===== src/rtl/i2c_byte_master.sv =====
// rtl/i2c_byte_master.sv - byte-level I2C master driving open-drain SDA/SCL pads
// Runs START/WRITE/READ/STOP commands in quarter-SCL steps and returns one response per command.
module i2c_byte_master #(
  parameter int CLK_DIV = 30
) (
  input  logic       io_mainClk,
  input  logic       resetCtrl_systemReset,
  input  logic       io_cmd_valid,
  output logic       io_cmd_ready,
  input  logic [1:0] io_cmd_kind,
  input  logic [7:0] io_cmd_data,
  input  logic       io_cmd_ackOut,
  output logic       io_rsp_valid,
  input  logic       io_rsp_ready,
  output logic [7:0] io_rsp_data,
  output logic       io_rsp_ack,
  output logic       io_rsp_error,
  output logic       io_busActive,
  input  logic       io_i2c_sda_read,
  output logic       io_i2c_sda_write,
  input  logic       io_i2c_scl_read,
  output logic       io_i2c_scl_write
);

  localparam int               CNT_W    = $clog2(CLK_DIV);
  localparam logic [CNT_W-1:0] CNT_LAST = CNT_W'(CLK_DIV - 1);

  localparam logic [1:0] K_START = 2'd0;
  localparam logic [1:0] K_WRITE = 2'd1;
  localparam logic [1:0] K_READ  = 2'd2;
  localparam logic [1:0] K_STOP  = 2'd3;

  typedef enum logic [2:0] {S_IDLE, S_START, S_BIT, S_STOP, S_RSP} state_t;

  state_t           state_q, state_d;
  logic [CNT_W-1:0] cnt_q, cnt_d;
  logic [1:0]       qtr_q, qtr_d;
  logic [3:0]       bit_q, bit_d;
  logic [1:0]       kind_q;
  logic [7:0]       data_q;
  logic             ack_out_q;
  logic             busy_q, busy_d;
  logic             ready_q;
  logic             sda_q, sda_d;
  logic             scl_q, scl_d;
  logic [7:0]       rsp_data_q, rsp_data_d;
  logic             rsp_ack_q, rsp_ack_d;
  logic             rsp_error_q, rsp_error_d;

  logic       accept, legal, in_quarter, stall, qtr_end, sample;
  logic [1:0] cur_kind;
  logic [7:0] cur_data;
  logic       cur_ack_out;
  logic       tx_bit;

  assign accept     = io_cmd_valid && ready_q;
  assign legal      = (io_cmd_kind == K_START) || busy_q;
  assign in_quarter = (state_q == S_START) || (state_q == S_BIT) || (state_q == S_STOP);
  // A released SCL still read low means the slave is stretching: freeze the quarter.
  assign stall      = scl_q && !io_i2c_scl_read;
  assign qtr_end    = in_quarter && !stall && (cnt_q == CNT_LAST);
  assign sample     = (state_q == S_BIT) && (qtr_q == 2'd2) && qtr_end;

  always_ff @(posedge io_mainClk) begin
    if (resetCtrl_systemReset) begin
      state_q     <= S_IDLE;
      cnt_q       <= '0;
      qtr_q       <= '0;
      bit_q       <= '0;
      kind_q      <= '0;
      data_q      <= '0;
      ack_out_q   <= 1'b0;
      busy_q      <= 1'b0;
      ready_q     <= 1'b0;
      sda_q       <= 1'b1;
      scl_q       <= 1'b1;
      rsp_data_q  <= '0;
      rsp_ack_q   <= 1'b0;
      rsp_error_q <= 1'b0;
    end else begin
      state_q     <= state_d;
      cnt_q       <= cnt_d;
      qtr_q       <= qtr_d;
      bit_q       <= bit_d;
      kind_q      <= cur_kind;
      data_q      <= cur_data;
      ack_out_q   <= cur_ack_out;
      busy_q      <= busy_d;
      ready_q     <= (state_d == S_IDLE);
      sda_q       <= sda_d;
      scl_q       <= scl_d;
      rsp_data_q  <= rsp_data_d;
      rsp_ack_q   <= rsp_ack_d;
      rsp_error_q <= rsp_error_d;
    end
  end

  always_comb begin
    state_d     = state_q;
    cnt_d       = cnt_q;
    qtr_d       = qtr_q;
    bit_d       = bit_q;
    busy_d      = busy_q;
    rsp_data_d  = rsp_data_q;
    rsp_ack_d   = rsp_ack_q;
    rsp_error_d = rsp_error_q;
    case (state_q)
      S_IDLE: begin
        if (accept) begin
          cnt_d       = '0;
          qtr_d       = '0;
          bit_d       = '0;
          rsp_data_d  = '0;
          rsp_ack_d   = 1'b0;
          rsp_error_d = !legal;
          if (!legal) begin
            state_d = S_RSP;
          end else begin
            case (io_cmd_kind)
              K_START: state_d = S_START;
              K_STOP:  state_d = S_STOP;
              default: state_d = S_BIT;
            endcase
          end
        end
      end
      S_START, S_BIT, S_STOP: begin
        if (!stall) begin
          if (cnt_q != CNT_LAST) begin
            cnt_d = cnt_q + CNT_W'(1);
          end else begin
            cnt_d = '0;
            qtr_d = qtr_q + 2'd1;
            if (qtr_q == 2'd3) begin
              if ((state_q == S_BIT) && (bit_q != 4'd8)) begin
                bit_d = bit_q + 4'd1;
              end else begin
                state_d = S_RSP;
              end
              if (state_q == S_START) busy_d = 1'b1;
              if (state_q == S_STOP)  busy_d = 1'b0;
            end
          end
        end
      end
      S_RSP: begin
        if (io_rsp_ready) state_d = S_IDLE;
      end
      default: state_d = S_IDLE;
    endcase
    if (sample) begin
      if (bit_q == 4'd8) begin
        rsp_ack_d = (kind_q == K_WRITE) ? io_i2c_sda_read : ack_out_q;
      end else if (kind_q == K_READ) begin
        rsp_data_d = {rsp_data_q[6:0], io_i2c_sda_read};
      end
    end
  end

  // Line levels are a function of the upcoming quarter; the accept cycle sees the raw command.
  always_comb begin
    cur_kind    = accept ? io_cmd_kind   : kind_q;
    cur_data    = accept ? io_cmd_data   : data_q;
    cur_ack_out = accept ? io_cmd_ackOut : ack_out_q;
    if (bit_d == 4'd8) begin
      tx_bit = (cur_kind == K_WRITE) ? 1'b1 : cur_ack_out;
    end else begin
      tx_bit = (cur_kind == K_WRITE) ? cur_data[~bit_d[2:0]] : 1'b1;
    end
    sda_d = sda_q;
    scl_d = scl_q;
    case (state_d)
      S_START: begin
        case (qtr_d)
          2'd0:    sda_d = 1'b1;
          2'd1:    scl_d = 1'b1;
          2'd2:    sda_d = 1'b0;
          default: scl_d = 1'b0;
        endcase
      end
      S_BIT: begin
        case (qtr_d)
          2'd0: begin
            scl_d = 1'b0;
            sda_d = tx_bit;
          end
          2'd2:    scl_d = 1'b1;
          default: ;
        endcase
      end
      S_STOP: begin
        case (qtr_d)
          2'd0: begin
            scl_d = 1'b0;
            sda_d = 1'b0;
          end
          2'd1:    scl_d = 1'b1;
          2'd2:    sda_d = 1'b1;
          default: ;
        endcase
      end
      S_RSP: begin
        if (state_q == S_BIT) begin
          scl_d = 1'b0;
          sda_d = 1'b1;
        end
      end
      default: ;
    endcase
  end

  assign io_cmd_ready     = ready_q;
  assign io_rsp_valid     = (state_q == S_RSP);
  assign io_rsp_data      = rsp_data_q;
  assign io_rsp_ack       = rsp_ack_q;
  assign io_rsp_error     = rsp_error_q;
  assign io_busActive     = busy_q;
  assign io_i2c_sda_write = sda_q;
  assign io_i2c_scl_write = scl_q;

endmodule


===== config.mk =====
export PLATFORM = sky130hd
export DESIGN_NAME = i2c_byte_master
export DESIGN_NICKNAME = d
export VERILOG_FILES = /design/src/rtl/i2c_byte_master.sv
export SDC_FILE = /design/constraint.sdc
export NUM_CORES = 1
export LEC_CHECK = 0
export ABC_AREA = 1
export BUFFER_PORTS_ARGS = -buffer_cell sky130_fd_sc_hd__buf_2
export CORE_MARGIN = 2
export CORE_UTILIZATION = 40
export CTS_CLUSTER_DIAMETER = 200
export DETAILED_ROUTE_END_ITERATION = 10
export SYNTH_ARGS = -nofsm -noshare
export SYNTH_HDL_FRONTEND = slang
export SYNTH_SLANG_ARGS = --single-unit

===== constraint.sdc =====
create_clock -name io_mainClk -period 2.09 [get_ports io_mainClk]
set_clock_uncertainty 0.05 [all_clocks]
set_input_delay 0.418 -clock io_mainClk [delete_from_list [all_inputs] [get_ports io_mainClk]]
set_output_delay 0.418 -clock io_mainClk [all_outputs]
set_load 0.1 [all_outputs]

==> results of run 1 <==
## final timing paths
path | from | slack (ns) | depth (start not counted) | end
worst max-delay path | cnt_q[1] | 0.15 | 15 | io_i2c_sda_write
worst min register to register | io_rsp_data[7] | 0.42 | 2 | io_rsp_data[7]
worst max register to register | cnt_q[1] | 0.15 | 15 | io_i2c_sda_write
worst min-delay path | io_cmd_data[1] | 0.34 | 3 | data_q[1]
## stage by stage
| stage | setup TNS, ns | hold WS, ns | total power, mW |
|---|---|---|---|
| 2_1_floorplan | 0 | 0.410 | 1.02 |
| 4_1_cts | 0 | 0.333 | 1.60 |
| 5_1_grt | -0.0178 | 0.366 | 1.65 |
| 6_report | 0 | 0.337 | 1.58 |
| 3_3_place_gp | -0.0331 | 0.397 | 1.10 |
| 3_5_place_dp | 0 | 0.407 | 1.10 |
## registers in the layout (all words and copies together), names as in the netlist
register          flops
cnt_q                 5
io_rsp_error          1
kind_q                2
state_q               3
bit_q                 4
io_rsp_data           8
data_q                8
io_i2c_scl_write      1
qtr_q                 2
ack_out_q             1
io_cmd_ready          1
io_i2c_sda_write      1
io_rsp_ack            1
io_busActive          1
## routing by layer
layer / wire [um] / vias to the layer above / global-route usage [%]
li1: - / 1026 / -
met1: 2320 / 867 / 22.4
met2: 2100 / 44 / 25.9
met3: 207 / 12 / 3.49
met4: 77 / 0 / 6.25
met5: 0 / - / 0
## final cells by class
cell class / instances / area, sq um / area share (%)
repair buffers: 46 / 280 / 10.6
inverters: 38 / 143 / 5.40
clock inverters: 1 / 5.00 / 0.189
multi-input cells: 204 / 1260 / 47.6
well taps: 70 / 87.6 / 3.31
clock buffers: 7 / 76.3 / 2.89
flip-flops and latches: 39 / 793 / 30.0
## what timing repair did
item                                    CTS  global route
pin swaps                                 0             7
endpoints found under the setup margin    1             1
cloned                                    0             0
resized for setup                         1            16
## report_power, final
group / leakage [nW] / switching [mW] / internal, mW
combinational: 0.908 / 0.207 / 0.0899
sequential: 0.319 / 0.0145 / 0.770
clock: 0.0422 / 0.260 / 0.234
total: 1.27 / 0.481 / 1.09
## worst max-delay path, cell delays in order, from the launching register on
cell and delay [ns]:
dfxtp_1 0.32, inv_1 0.05, ha_1 0.18, nand4_4 0.17, nor2_8 0.22, nand3_4 0.14
nand2_4 0.12, nand2_1 0.07, nand3_1 0.09, nand2_1 0.06, nand2_1 0.06, nand3_1 0.09
nand2_1 0.07, nand2_1 0.04, nand2_1 0.06, nand2_1 0.04
## placed cells by master, fill, tap and decap left out, types with 4 or more instances in the layout
| cell | n |
|---|---|
| nand2_2 | 7 |
| dfxtp_1 | 31 |
| nor2_1 | 32 |
| dfxtp_2 | 7 |
| nand2_1 | 50 |
| buf_2 | 31 |
| inv_1 | 28 |
| ha_1 | 6 |
| o21ai_0 | 16 |
| nor2_2 | 6 |
| inv_2 | 9 |
| nand2_4 | 4 |
| nand3_1 | 20 |
| mux2i_1 | 9 |
| nand4_1 | 7 |
| buf_4 | 14 |
| clkbuf_8 | 5 |
| nor3_1 | 4 |
| a21oi_1 | 16 |
## kinds of logic (layout without fill, tap and decap cells)
family	count (synthesis)	in the layout	synth area share, %
XOR/XNOR	1	1	0.403
adder cells (fa/ha/maj)	8	8	4.61
AO/OA/AOI/OAI	41	41	11.0
multiplexers	9	9	4.15
flip-flops	39	39	35.9
buffers and inverters	45	92	7.94
AND/OR/NAND/NOR	145	145	36.0
==> reports/metrics.cfg, run 1 <==
[run_status]
outcome = completed

[clock_tree]
root_buffer = clkbuf_8
tritoncts = done
clock_path_buffers = 2
clk_latency_ns = 0.30
postCtsHoldBufs = 0
htreeDepth = 2
path_clk_slew_ns = 0.08
cts_buffers = 5
cts_setup_buffers = 0
clock_sinks = 39

[pwr]
power_density_nw_per_um2 = 596
p_leak_nw = 1.27
peakVddDrop_v = 0.000354

[route]
drcViolationCount = 0
wire_per_inst_um = 11.6
vias_per_cell = 4.81
drt_wl_total_mm = 4.71
num_vias = 1949
antenna_left = 0
first_pass_iters = 4
drtIter0Drc = 118

[floorplan]
row_count = 26
start_util_pct = 42.0
die_w_um = 77.7
fp.dieH_um = 77.7
core_area_sq_um = 5170
io_pins = 32
dieArea_sq_um = 6040

[placement]
numPortBuffers = 31
dp_cells = 397
gp_congestion = 0.925
dp_hpwl_mm = 3.62
post-place-ws_ns = 0.00656
placed_area_sq_um = 2520

[yosys]
synth_top_flop_cell = dfxtp_1
synth_warnings = 0
synthCells = 288
avgSynthCellArea_sq_um = 7.55
ys_seq_area_share_pct = 35.9
synth_most_common_cell = nand2_1
synthTopCellsByCount = 52 x nand2_1, 39 x dfxtp_1, 36 x nor2_1
synth_edf_count = 0
ys_top_cells_by_area = dfxtp_1 36%, nand2_1 9.0%, nor2_1 6.2%
synthArstFlopShare_pct = 0
ys_seq_elements = 39
netlist_area_sq_um = 2170
synth_cell_type_count = 34
synth_nets = 313
yosysTopAreaCellShare_pct = 35.9
synth_top_area_cell = dfxtp_1

[sta]
worstMarginPinSlew_ns = 0.494
finalSetupViolCount = 0
min_period_over_period_pct = 92.7
layout_setup_ws_ns = 0.152
period_minus_slack_ns = 1.94
slew_violations = 0
max_freq_ghz = 0.516
timing.final.hold_violations = 0
relSlewSlack_pct = 67.3

[global_route]
grt_pass1_vias = 1815
grt_pass1_wl_mm = 8.00
overflow = 0
grt_max_degree = 26
grt_usage_pct = 16.6
antenna_found_initial = 0

[setup_path]
crit_type = flip-flop to flip-flop
path_max_fanout = 6
crit_path_end_kind = flip-flop
crit_required_ns = 2.23
start_kind = flip-flop
cp_data_arrival_time_ns = 2.08

[cells_and_area]
area_growth_pct = 21.6
antenna_cells = 0
nFillCells = 539
fin_area_sq_um = 2640
utilization_pct = 51.1
nNetsFinal = 359
fin_cells = 405
layout-drive-gt1-share_pct = 31.9

[min_path]
worstHoldPathType = primary input to flip-flop

[run]
cap_violations = 0

(Power assumes the default switching activity.)
==> run 2: changes to the inputs <==
RECOVER_POWER = 25   (was unset)
==> run 2 against run 1 <==
Net effect:
- first-iteration DRC count up 0.85%
- utilization about the same
- combinational power about the same
- largest cell class unchanged
- sequential power about the same
- flip-flop and latch count unchanged
- non-clock buffer count unchanged
- critical path depth unchanged
- sequential share of layout area about the same
- clock power about the same
==> reports/metrics.cfg, run 2 (synthesis gave the netlist of run 1 again) <==
[floorplan]
dieArea_sq_um = 6040
die_w_um = 77.7
fp.dieH_um = 77.7
start_util_pct = 42.0
io_pins = 32
row_count = 26
core_area_sq_um = 5170

[sta]
hold_ws_ns = 0.337
relSlewSlack_pct = 67.3
worstMarginPinSlew_ns = 0.494
finalSetupViolCount = 0
period_minus_slack_ns = 1.93
timing.final.hold_violations = 0
slew_violations = 0
min_period_over_period_pct = 92.5
max_freq_ghz = 0.517

[route]
antenna_left = 0
drtIter0Drc = 119
wire_per_inst_um = 11.7
first_pass_iters = 4
drcViolationCount = 0
num_vias = 1969
drt_wl_total_mm = 4.72
vias_per_cell = 4.86

[global_route]
grt_pass1_vias = 1815
overflow = 0
antenna_found_initial = 0
grt_usage_pct = 16.6
grt_max_degree = 26
grt_pass1_wl_mm = 8.00

[placement]
gp_congestion = 0.925
dp_cells = 397
numPortBuffers = 31
dp_hpwl_mm = 3.62

[pwr]
finalPower_mw = 1.57
peakVddDrop_v = 0.000354
power_density_nw_per_um2 = 596
p_leak_nw = 1.27

[cells_and_area]
area_growth_pct = 21.5
layout-drive-gt1-share_pct = 31.6
multi_input_area_sq_um = 1260
nNetsFinal = 359
ff_latch_area_sq_um = 793
nFillCells = 538
final_common_cell = nand2_1
antenna_cells = 0
fin_cells = 405
layout_common_cells = 51 x nand2_1, 32 x nor2_1, 31 x dfxtp_1, 31 x buf_2, 28 x inv_1

[setup_path]
cp_data_arrival_time_ns = 2.07
crit_type = flip-flop to flip-flop
rrSetupSlack_ns = 0.16
r2r_cells = 15
crit_required_ns = 2.23
start_kind = flip-flop
crit_path_end_kind = flip-flop
path_max_fanout = 6
r2r-end = io_i2c_sda_write
r2r_start = cnt_q[1]

[min_path]
min_to = data_q[1]
holdCritStartpoint = io_cmd_data[1]
hold_depth = 3
worstHoldPathType = primary input to flip-flop

[run]
cap_violations = 0

[clock_tree]
postCtsHoldBufs = 0
clock_path_buffers = 2
tritoncts = done
htreeDepth = 2
path_clk_slew_ns = 0.08
cts_buffers = 5
clk_latency_ns = 0.30
root_buffer = clkbuf_8
clock_sinks = 39

[run_status]
outcome = completed

[run 2: cell counts in the layout (fill, tap and decap cells not counted)]
No cell type changed its count.
[run 2: how the worst max path moves through the flow]
stage / to / startpoint / cells past startpoint
2_1_floorplan: io_i2c_scl_write / io_busActive / 11
6_report: io_i2c_sda_write / cnt_q[1] / 15
4_1_cts: io_i2c_sda_write / bit_q[0] / 16
3_5_place_dp: io_i2c_sda_write / bit_q[0] / 17
5_1_grt: io_i2c_sda_write / qtr_q[1] / 14
3_3_place_gp: io_i2c_sda_write / bit_q[0] / 17
[run 2: routing by layer]
| metal | up-vias | track usage, % | wire length [um] |
|---|---|---|---|
| met5 | - | 0 | 0 |
| met4 | 0 | 6.25 | 80 |
| met3 | 14 | 3.49 | 214 |
| met2 | 49 | 25.9 | 2110 |
| met1 | 879 | 22.4 | 2320 |
| li1 | 1027 | - | - |
[run 2: worst max-delay path, stage by stage, from the launching register on]
cell     delay [ns]
dfxtp_1        0.32
inv_1          0.05
ha_1           0.18
nand4_4        0.17
nor2_8         0.22
nand3_4        0.14
nand2_4        0.12
nand2_1        0.07
nand3_1        0.09
nand2_1        0.06
nand2_1        0.06
nand3_1        0.09
nand2_1        0.07
nand2_1        0.04
nand2_1        0.06
nand2_1        0.04
[run 2: stage by stage]
stage	setup WS (ns)	util [%]	setup TNS, ns	cell area, sq um
2_1_floorplan	0.0682	-	0	2180
3_3_place_gp	-0.0331	48.7	-0.0331	2520
3_5_place_dp	0.00656	48.7	0	2520
4_1_cts	0.0481	50.3	0	2600
5_1_grt	-0.0178	51.1	-0.0178	2640
6_report	0.156	51.1	0	2640
[run 2: report_power, final]
group	switching, mW	internal [mW]	leakage [nW]
clock	0.259	0.234	0.0422
combinational	0.207	0.0895	0.907
sequential	0.0143	0.770	0.319
total	0.480	1.09	1.27
[run 2: layout make-up]
type	instances	area share (%)
Sequential cell	39	30.0
Multi-Input combinational cell	204	47.6
Clock inverter	1	0.189
Clock buffer	7	2.89
Inverter	38	5.40
Timing Repair Buffer	46	10.6
Tap cell	70	3.32
[run 2: timing repair]
action | 4_1_cts | 5_1_grt
buffers inserted | 0 | 0
cloned | 0 | 0
pin swaps | 0 | 7
endpoints found under the setup margin | 1 | 1
gates resized for setup | 1 | 16
==> run 3: changes to the inputs <==
ABC_AREA = unset   (was 1)
REMOVE_ABC_BUFFERS = 1   (was unset)
==> run 3 against run 2 <==
Net effect:
- critical endpoint unchanged
- clock-buffer cell count shrank 2
- area after synthesis up 2.4%
- global-route usage rose by 5.3 points
- hold slack got worse by 0.022 ns
- largest cell class unchanged
- critical path depth shrank 7
- fmax shrank 14%
- sequential power shrank 1%
- first-iteration DRC count rose by 10%
- combinational power is 3% lower
- via count grew 23%
- register-to-register slack got worse by 0.32 ns
- the flow now finishes with violations (negative setup slack)
- final area grew 24%
==> reports/metrics.cfg, run 3 <==
[clock_tree]
htreeDepth = 2
clock_sinks = 39
cts_buffers = 5
tritoncts = done
path_clk_slew_ns = 0.08
clock_path_buffers = 2
clk_latency_ns = 0.30
root_buffer = clkbuf_8

[yosys]
synth_edf_count = 0
yosys.area_share.simple_pct = 30.0
ys_seq_area_share_pct = 35.1
synth_warnings = 0
yosysTopAreaCellShare_pct = 35.1
synthTopCellsByCount = 39 x dfxtp_1, 35 x nand2_1, 27 x a21oi_1, 27 x nor2_1, 15 x nand3_1
synth_top_area_cell = dfxtp_1
netlist_area_sq_um = 2230
ys_seq_elements = 39
synthArstFlopShare_pct = 0
synth_xor_area_share_pct = 0
yosys-mux-area-fraction_pct = 3.71
avgSynthCellArea_sq_um = 8.06
synth_most_common_cell = dfxtp_1
yosys.area_share.adder_pct = 4.50
synthCells = 276
synth_top_family_by_area = simple AND/OR/NAND/NOR gates
ys_top_cells_by_area = dfxtp_1 35%, a21oi_1 6.1%, nand2_1 5.9%
synth_compound_area_share_pct = 23.0
synth_top_flop_cell = dfxtp_1
synth_cell_type_count = 57

[setup_path]
path_max_fanout = 4
cp_data_arrival_time_ns = 2.39
crit_type = flip-flop to flip-flop
start_kind = flip-flop
crit_required_ns = 2.22
crit_path_end_kind = flip-flop
rrSetupSlack_ns = -0.17

[route]
drtIter0Drc = 131
vias_per_cell = 5.44
antenna_left = 0
drt_wl_total_mm = 6.49
wire_per_inst_um = 14.5
num_vias = 2428
drcViolationCount = 0
first_pass_iters = 4

[run_status]
outcome = finished with violations
violations = negative setup slack

[floorplan]
fp.dieH_um = 78.6
row_count = 27
io_pins = 32
start_util_pct = 40.9
die_w_um = 78.6
core_area_sq_um = 5440
dieArea_sq_um = 6180

[global_route]
grt_pass1_wl_mm = 10.6
overflow = 0
grtUsageMet1_pct = 27.1
grt_use_met2_pct = 37.6
met3_usage_pct = 4.14
grt_max_degree = 29
antenna_found_initial = 0
grt_pass1_vias = 2268
top_usage_layer = met2
grt_usage_pct = 21.8

[sta]
period_minus_slack_ns = 2.26
min_period_over_period_pct = 108
slew_violations = 0
finalSetupViolCount = 2
relSlewSlack_pct = 61.9
grt_setup_unrepaired = true
setup_tns_ns = -0.317
hold_ws_ns = 0.315
worstMarginPinSlew_ns = 0.572
max_freq_ghz = 0.443
timing.final.hold_violations = 0
layout_setup_ws_ns = -0.168

[min_path]
worstHoldPathType = primary input to flip-flop

[cells_and_area]
antenna_cells = 0
nFillCells = 495
nNetsFinal = 398
final_common_cell = buf_4
area_growth_pct = 46.8
layout-drive-gt1-share_pct = 41.7
layout_common_cells = 62 x buf_4, 35 x nand2_1, 33 x dfxtp_1, 29 x buf_2

[pwr]
p_leak_nw = 1.36
finalPower_mw = 1.60
peakVddDrop_v = 0.000226
power_density_nw_per_um2 = 488

[placement]
dp_hpwl_mm = 4.64
gp_congestion = 0.853
numPortBuffers = 31

[run]
cap_violations = 0

==> run 3: cell types whose count changed in the layout (fill, tap and decap cells not counted), sizes merged, moves of 6 or more <==
cell   previous run  this run
a21oi            16        28
o21ai            21         9
nand2            61        35
nand3            26        15
inv              37        10
nor2b             0         6
nor2             42        28
buf              46        98
==> run 3: layout make-up <==
class	count	area [sq um]	area share [%]
clock buffer	5	68.8	2.11
clock inverter	3	20.0	0.613
inverter	10	37.5	1.15
multi-input combinational	216	1550	47.4
sequential	39	788	24.1
tap	72	90.1	2.76
timing repair buffer	101	714	21.9
==> run 3: critical path: stages, from the launching register on <==
cell and delay (ns):
dfxtp_2 0.33, buf_4 0.14, nand4bb_1 0.35, o21ai_2 0.26
a21oi_4 0.06, or2_1 0.23, mux4_2 0.32, a2111oi_4 0.30
a22oi_1 0.10
==> run 3: per-layer routing <==
layer	share of wire, %	routed length [um]
met1	44	2870
met2	50	3220
met3	4.4	284
met4	1.7	110
met5	0	0
==> run 3: final timing paths <==
path / endpoint / start / cells past startpoint
setup / recovery: io_i2c_sda_write / state_q[1] / 8
hold / removal: data_q[6] / io_cmd_data[6] / 3
setup reg to reg: io_i2c_sda_write / state_q[1] / 8
hold reg to reg: data_q[6] / data_q[6] / 2
==> run 3: stage by stage <==
stage | instances | utilization [%] | setup WS, ns | area [sq um]
6_report | 446 | 60.1 | -0.168 | 3270
5_1_grt | 446 | 60.1 | -0.318 | 3270
4_1_cts | 444 | 58.9 | -0.151 | 3210
3_5_place_dp | 427 | 53.0 | -0.349 | 2890
3_3_place_gp | 427 | 53.0 | -0.263 | 2890
2_1_floorplan | 265 | - | -0.818 | 2180
==> run 3: logic make-up after synthesis <==
family | Yosys count
compound gates | 75
fa+ha+maj | 8
mux | 7
simple gates | 126
flops | 39
buf+inv | 21
==> run 3: timing repair <==
action	in CTS	in global routing
pin swaps	17	11
hold buffers	0	0
setup endpoints to repair	3	13
setup buffers	9	2
gates resized for setup	41	15
==> run 3: where the power goes <==
part	switching, mW	leakage [nW]	internal, mW
logic	0.181	0.996	0.108
clock network	0.300	0.0402	0.233
registers	0.0123	0.319	0.763
